$ cat src/rtl/icache.sv
// rtl/icache.sv - direct-mapped one-word-per-line instruction cache
//
// Purpose: serves fetch requests from a direct-mapped array of 2^INDEX_WIDTH
// one-word lines. Hits answer one cycle after the request; misses fetch the
// aligned word from the memory controller, fill the line and forward it.
//
// Ports:
//   clockIn, resetIn        clock, synchronous active-high reset
//   readyIn                 global enable; no state changes while low
//   clearIn                 misprediction flush, aborts an outstanding miss
//   ifetchFlag, ifetchAddr  fetch request and byte address
//   instrOk, instrOut       one-cycle response pulse and instruction word
//   memFlag, memAddr        fill request to the memory controller
//   memOk, memData          fill completion pulse and data

module icache #(
    parameter int INDEX_WIDTH = 6
) (
    input  logic        clockIn,
    input  logic        resetIn,
    input  logic        readyIn,
    input  logic        clearIn,
    input  logic        ifetchFlag,
    input  logic [31:0] ifetchAddr,
    output logic        instrOk,
    output logic [31:0] instrOut,
    output logic        memFlag,
    output logic [31:0] memAddr,
    input  logic        memOk,
    input  logic [31:0] memData
);

    localparam int LINES = 1 << INDEX_WIDTH;
    localparam int TAG_W = 30 - INDEX_WIDTH;

    typedef enum logic {
        IDLE = 1'b0,
        WAIT = 1'b1
    } state_t;

    state_t r_state;
    state_t w_next_state;

    logic [LINES-1:0] r_valid;
    logic [TAG_W-1:0] r_tag  [LINES];
    logic [31:0]      r_data [LINES];

    logic [31:0] r_req_addr;
    logic        r_instr_ok;
    logic [31:0] r_instr_out;

    logic [31:0] w_next_req_addr;
    logic        w_next_instr_ok;
    logic [31:0] w_next_instr_out;

    logic [INDEX_WIDTH-1:0] w_fetch_index;
    logic [TAG_W-1:0]       w_fetch_tag;
    logic [INDEX_WIDTH-1:0] w_fill_index;
    logic [TAG_W-1:0]       w_fill_tag;
    logic                   w_hit;
    logic                   w_fill;
    logic                   w_unused_ok;

    assign w_fetch_index = ifetchAddr[1+INDEX_WIDTH:2];
    assign w_fetch_tag   = ifetchAddr[31:2+INDEX_WIDTH];
    assign w_fill_index  = r_req_addr[1+INDEX_WIDTH:2];
    assign w_fill_tag    = r_req_addr[31:2+INDEX_WIDTH];
    assign w_hit         = r_valid[w_fetch_index] && (r_tag[w_fetch_index] == w_fetch_tag);
    assign w_unused_ok   = ^ifetchAddr[1:0];

    // Combinational so the request is already withdrawn in the memOk cycle;
    // the controller re-samples the flag the cycle after raising ok.
    assign memFlag  = (r_state == WAIT) & ~memOk;
    assign memAddr  = r_req_addr;
    assign instrOk  = r_instr_ok;
    assign instrOut = r_instr_out;

    always_comb begin
        w_next_state     = r_state;
        w_next_req_addr  = r_req_addr;
        w_next_instr_ok  = r_instr_ok;
        w_next_instr_out = r_instr_out;
        w_fill           = 1'b0;
        if (readyIn) begin
            if (clearIn) begin
                w_next_state    = IDLE;
                w_next_instr_ok = 1'b0;
                // Data returned alongside a flush is still correct, so keep it.
                w_fill          = (r_state == WAIT) && memOk;
            end else begin
                case (r_state)
                    IDLE: begin
                        w_next_instr_ok = 1'b0;
                        if (ifetchFlag) begin
                            if (w_hit) begin
                                w_next_instr_ok  = 1'b1;
                                w_next_instr_out = r_data[w_fetch_index];
                            end else begin
                                w_next_req_addr = {ifetchAddr[31:2], 2'b00};
                                w_next_state    = WAIT;
                            end
                        end
                    end
                    WAIT: begin
                        w_next_instr_ok = 1'b0;
                        if (memOk) begin
                            w_fill           = 1'b1;
                            w_next_instr_ok  = 1'b1;
                            w_next_instr_out = memData;
                            w_next_state     = IDLE;
                        end
                    end
                    default: w_next_state = IDLE;
                endcase
            end
        end
    end

    always_ff @(posedge clockIn) begin
        if (resetIn) begin
            r_state     <= IDLE;
            r_valid     <= '0;
            r_req_addr  <= '0;
            r_instr_ok  <= 1'b0;
            r_instr_out <= '0;
        end else begin
            r_state     <= w_next_state;
            r_req_addr  <= w_next_req_addr;
            r_instr_ok  <= w_next_instr_ok;
            r_instr_out <= w_next_instr_out;
            if (w_fill) begin
                r_valid[w_fill_index] <= 1'b1;
            end
        end
    end

    // Tag/data storage needs no reset; the valid bits guard it.
    always_ff @(posedge clockIn) begin
        if (!resetIn && w_fill) begin
            r_tag[w_fill_index]  <= w_fill_tag;
            r_data[w_fill_index] <= memData;
        end
    end

endmodule

$ cat config.mk
export PLATFORM = sky130hd
export DESIGN_NAME = icache
export DESIGN_NICKNAME = d
export VERILOG_FILES = /design/src/rtl/icache.sv
export SDC_FILE = /design/constraint.sdc
export NUM_CORES = 2
export LEC_CHECK = 0
export CAP_MARGIN = 30
export CELL_PAD_IN_SITES_DETAIL_PLACEMENT = 0
export CELL_PAD_IN_SITES_GLOBAL_PLACEMENT = 1
export CORE_ASPECT_RATIO = 0.6
export CORE_UTILIZATION = 50
export CTS_CLUSTER_SIZE = 25
export DETAILED_ROUTE_END_ITERATION = 8
export GPL_ROUTABILITY_DRIVEN = 0
export PLACE_DENSITY = 0.83
export SLEW_MARGIN = 10
export SYNTH_ARGS = -nofsm -noshare
export SYNTH_HDL_FRONTEND = slang
export SYNTH_SLANG_ARGS = --single-unit
$ cat constraint.sdc
create_clock -name clockIn -period 6.1 [get_ports clockIn]
set_input_delay 1.22 -clock clockIn [delete_from_list [all_inputs] [get_ports clockIn]]
set_output_delay 1.22 -clock clockIn [all_outputs]
set_load 0.02 [all_outputs]
==> After elaboration in Yosys (flattened, before gate mapping) <==
Memory sizes are Yosys's and may differ from the RTL's.
Index checks and enable logic that the tools add are counted.
{ "word_totals": {"reg_bits": 128, "latchBits": 0, "ramBits": 3584, "romBits": 0, "out_inout_bits": 66, "word_cells": 50, "mem_count": 2} }
{ "classes": {"n_addsub": 0, "multipliers": 0, "n_div": 0, "order_cmp": 3, "n_eq_ne": 4, "shift": 0, "muxes": 23, "bitwise": 6, "reduce_logical": 7} }
{ "mem_list": {"columns": ["memory", "words", "width", "rd", "rd_clocked_by_memory_dff", "write_ports", "line_no", "text"], "rows": [
  ["r_data", 64, 32, 1, 0, 1, "46", "logic [31:0] r_data [LINES];"],
  ["r_tag", 64, 24, 1, 0, 1, "45", "logic [TAG_W-1:0] r_tag [LINES];"]
]} }
{ "ops": {"columns": ["operator", "n"], "rows": [
  ["$mux W32", 3],
  ["$or A64 B64 Y64", 1],
  ["$pmux W32 S2", 1],
  ["$eq A24 B24 Y1", 1],
  ["$mux W1", 15],
  ["$lt A6 B7 Y1 const B", 2],
  ["$reduce_and A5 Y1", 2],
  ["$bmux W1 S6", 1],
  ["$demux W1 S6", 1],
  ["$ge A6 B1 Y1 const B", 1],
  ["$ne A2 B2 Y1 const B", 3],
  ["$logic_and A1 B1 Y1", 4],
  ["$not A1 Y1", 4],
  ["$pmux W1 S2", 2],
  ["$and A1 B1 Y1", 1],
  ["$logic_not A1 Y1", 1]
]} }

==> Depth between registers and ports, before layout <==
{ "logic_depth": {"ltp_word": 7, "mapped_depth": 21, "ltp_nobuf": 10} }

==> Worst setup path after synthesis <==
OpenSTA, ideal clock, no wires.
{ "synth_timing": {"path_type": "input to register", "startpoint": "in resetIn", "endpoint": "mem r_data[14][0], enable pin", "setup_time_ns": 0.470, "arrival_time_ns": 4.759, "t_required_ns": 5.630, "setup_slack_ns": 0.871, "stages": 5, "n_path_buf": 2, "path_cell_list": "clkbuf_1 -> nor4b_1 -> nand3_1 -> clkbuf_1 -> nor2_1"} }
{ "synth_between": {"elab_chain_len": 4} }
{ "synth_rtl": {"columns": ["item", "line_no", "text"], "rows": [
  ["start, declared", "20", "input logic resetIn,"],
  ["$logic_not A1 Y1", "139", "if (!resetIn && w_fill) begin"],
  ["$logic_and A1 B1 Y1", "139", null],
  ["$mux W1", "139", null],
  ["$mux W1 (not written as such)", "141", "r_data[w_fill_index] <= memData;"],
  ["end, declared", "46", null]
]} }
No other way between the ends.

==> Worst setup path in the final report <==
{ "layout_timing": {"startpoint": "in ifetchAddr[3]", "endpoint": "reg r_instr_out[7] (netlist: instrOut[7])"} }
{ "layout_between": {"elab_chain_len": 5, "elab_cells_between_ends": 11, "cone_classes": "eq/ne (2); mux (5); reduce/logical (2); memory (2)"} }
{ "layout_rtl": {"columns": ["item", "line_no", "text"], "rows": [
  ["start, declared", "24", "input logic [31:0] ifetchAddr,"],
  ["$mem_v2 Z64 W24 / $bmux W1 S6 (equally long branches)", null, null],
  ["$eq A24 B24 Y1 / $mux W1 (equally long branches)", "68", "assign w_hit = r_valid[w_fetch_index] && (r_tag[w_fetch_index] == w_fetch_tag);"],
  ["$logic_and A1 B1 Y1", "68", null],
  ["$ne A2 B2 Y1 (no line)", null, null],
  ["$reduce_and A5 Y1 (no line)", null, null],
  ["end signal, assigned", "130", "r_instr_out <= w_next_instr_out;"],
  ["end, declared", "50", "logic [31:0] r_instr_out;"]
]} }
Parallel ways exist; a longest one is shown, timed or not. The select of a mux whose other input is x is not followed.
A chain may end at the register's enable or synchronous reset.

==> impl_metrics.csv <==
group,metric,value,unit
cts,clock-sinks,3712,
drt,drc,0,
place,dp.final_hpwl,239,mm
logic_synthesis,synth_top_area_cell,"edfxtp_1",
worst_hold_path,min_to,"r_valid[41]",
power,leakagePower,49.2,nW
global_route,grt_overflow_total,0,
power,power.density,313,mW/mm^2
power,ir_worst_vdd,276,uV
sta,period_share,85.7,%
setup_path,crit_type,"input pin to flip-flop",
global_route,grt_use_total,29.6,%
cts,numCtsBuffers,316,
worst_hold_path,hold_class,"flip-flop to flip-flop",
worst_hold_path,hold_start,"r_valid[41]",
sta,fin_ws,874,ps
global_route,grt_pass1_wl,590,mm
sta,hold_violations,0,
final_layout,drive_above_1_share,27.2,%
logic_synthesis,synth.area.top_cells,"edfxtp_1, mux4_2, mux2i_1",
drt,drt_pass1_iterations,6,
sta,tightest_slew,1070,ps
sta,fin_crit,5230,ps
place,placed_cell_area,0.152,mm^2
drt,wl_per_cell,38.9,um
sta,drv_slew,0,
drt,vias_per_cell,6.88,
setup_path,cp_max_fo,31,
setup_path,timing.rr.end,"instrOut[7]",
setup_path,cp.arrival,5960,ps
setup_path,rr_worst_depth,12,
final_layout,n_antenna_cell,0,
final_layout,final_area,0.163,mm^2
logic_synthesis,yosysSeqAreaShare,76.8,%
sta,clock_skew,48.8,ps
floorplanning,core_area,0.284,mm^2
logic_synthesis,synth_top_area_share,75.1,%
setup_path,end_kind,"flip-flop",
drt,drtIter0Drc,14400,
drt,routed_wl,432,mm
cts,clk_pin_slew,70,ps
sta,relSlewSlack,28.4,%
sta,final-setup-viol-count,0,
global_route,grt_pass1_vias,73400,
sta,rsz0062_at_grt,"false",
cts,hold_buffers,0,
setup_path,required,6830,ps
cts,clk_path_buf_depth,4,
floorplanning,initial_core_util,50.5,%
final_layout,fillers,19800,
floorplanning,die_area,0.289,mm^2
setup_path,start_kind,"input pin",
outcome,status,"completed",
cts,insertion_delay,910,ps
final_layout,area_growth,13.9,%
floorplanning,pin_count,136,
cts,post_cts_resized,0,
cts,cts.root.buffer_cell,"clkbuf_16",
logic_synthesis,synth_edf_count,3584,
floorplanning,die_w,693,um
global_route,grt_max_degree,134,
sta,fin_tns_setup,0,ps
logic_synthesis,avgSynthCellArea,21.8,um^2
cts,post_cts_buffers,0,
sta,timing.hold.ws,475,ps
logic_synthesis,ys.warnings.count,0,
logic_synthesis,synth_cells,6563,
worst_hold_path,worstHoldPathCells,2,
floorplanning,rows,151,
logic_synthesis,syn-cell-area,0.143,mm^2
setup_path,r2r-start,"r_tag[15][6]",
final_layout,layout_commonest_cell,"edfxtp_1",
global_route,antenna_found_initial,15,
final_layout,nets,7107,
cts,h-tree-depth,5,
setup_path,regToRegSetupSlack,1260,ps
logic_synthesis,ys_ff_latch,3712,
place,portBuffers,131,
cts,cts_tree,"yes",
drt,vias,76400,
logic_synthesis,ys_types,77,
place,pre_cts_slack,115,ps
sta,max_freq,191,MHz
floorplanning,die_h,417,um
final_layout,layout_common_cells,"edfxtp_1, mux4_2, mux2i_1",
drt,antenna_left,0,
logic_synthesis,synthFlopType,"edfxtp_1",
flow_run,drv_cap,0,
logic_synthesis,synth-async-reset-ratio,0,%
==> state kept, by name, indices dropped and copies added, names as in the netlist <==
name      cells
memAddr      30
r_valid      64
r_data     2048
instrOk       1
r_tag      1536
r_state       1
instrOut     32
==> layout make-up <==
class | count | area, um^2 | share of cell area [%]
flip-flops and latches | 3712 | 110000 | 67.5
multi-input cells | 2356 | 31400 | 19.2
clock buffers | 393 | 8440 | 5.17
repair buffers | 545 | 6170 | 3.78
well taps | 3825 | 4790 | 2.93
clock inverters | 167 | 1870 | 1.14
inverters | 106 | 400 | 0.245
==> kinds of logic (layout without fill, tap and decap cells) <==
family          after synthesis  count (layout)  share of synthesized area, %
mux                        1307            1307                          17.2
simple gates                586             586                          2.03
compound gates              444             444                          2.16
flops                      3712            3712                          76.8
buf+inv                     496            1211                          1.63
other cells                   1               2                       0.00262
xor+xnor                     17              17                         0.104
==> worst max-delay path, cell delays in order <==
cell      delay [ps]
buf_8            270
mux4_2           570
mux2i_1          400
o22ai_1          160
or3_1            390
a221oi_1         270
a211oi_1         170
or4_1            670
or4b_2           820
buf_12           230
o31ai_4          220
buf_12           280
o22ai_1          150
==> stage by stage <==
stage / std cells / util (%) / total power [mW]
after floorplan: 6564 / - / 29.8
after detailed placement: 10500 / 53.7 / 30.7
final: 11100 / 57.5 / 51.0
after global routing: 11100 / 57.5 / 52.1
after global placement: 10500 / 53.7 / 30.7
after CTS: 11100 / 57.4 / 51.0
==> cell usage after synthesis, types with 4 or more instances <==
| library cell | count |
|---|---|
| nor4_1 | 8 |
| a2111oi_0 | 7 |
| o21ai_0 | 47 |
| nor2b_1 | 28 |
| or3_1 | 6 |
| a31oi_1 | 8 |
| and2_1 | 10 |
| and3_1 | 5 |
| mux2_2 | 37 |
| or2_2 | 5 |
| mux4_2 | 925 |
| xnor2_1 | 9 |
| buf_6 | 26 |
| nor2_1 | 104 |
| nor3_1 | 15 |
| o22ai_1 | 134 |
| edfxtp_1 | 3584 |
| nand4_1 | 35 |
| mux2i_1 | 345 |
| buf_4 | 31 |
| xor2_1 | 8 |
| o211ai_1 | 6 |
| a22o_1 | 11 |
| a211oi_1 | 8 |
| o31a_1 | 34 |
| nand2_1 | 156 |
| inv_1 | 102 |
| nand3b_1 | 6 |
| a221oi_1 | 14 |
| nand2b_1 | 77 |
| buf_1 | 62 |
| o311ai_0 | 4 |
| clkbuf_1 | 177 |
| a21oi_1 | 31 |
| a22oi_1 | 109 |
| dfxtp_1 | 128 |
| nand3_1 | 112 |
| buf_2 | 89 |
==> layer usage <==
metal	global-route usage, %	wire [um]	part of all wire (%)
met3	11.3	76700	18
met4	8.69	14800	3.4
met1	43.2	156000	36
met2	41.7	185000	43
met5	0	74	0.017
==> where the power goes <==
| part | internal, mW | switching [mW] | leakage [nW] |
|---|---|---|---|
| Sequential | 27.8 | 0.0211 | 31.5 |
| Combinational | 0.944 | 1.45 | 12.7 |
| Clock | 11.5 | 9.24 | 5.02 |
==> worst max path at each step <==
stage	end	depth (start not counted)	slack [ps]	start
2_1_floorplan	r_data[14][0]	5	870	resetIn
4_1_cts	memAddr[23]	14	1000	ifetchAddr[3]
3_5_place_dp	instrOut[6]	15	110	ifetchAddr[2]
6_report	instrOut[7]	13	870	ifetchAddr[3]
5_1_grt	memAddr[24]	15	740	ifetchAddr[2]
3_3_place_gp	instrOut[6]	14	160	ifetchAddr[2]
Power figures use the tool's default switching activity.
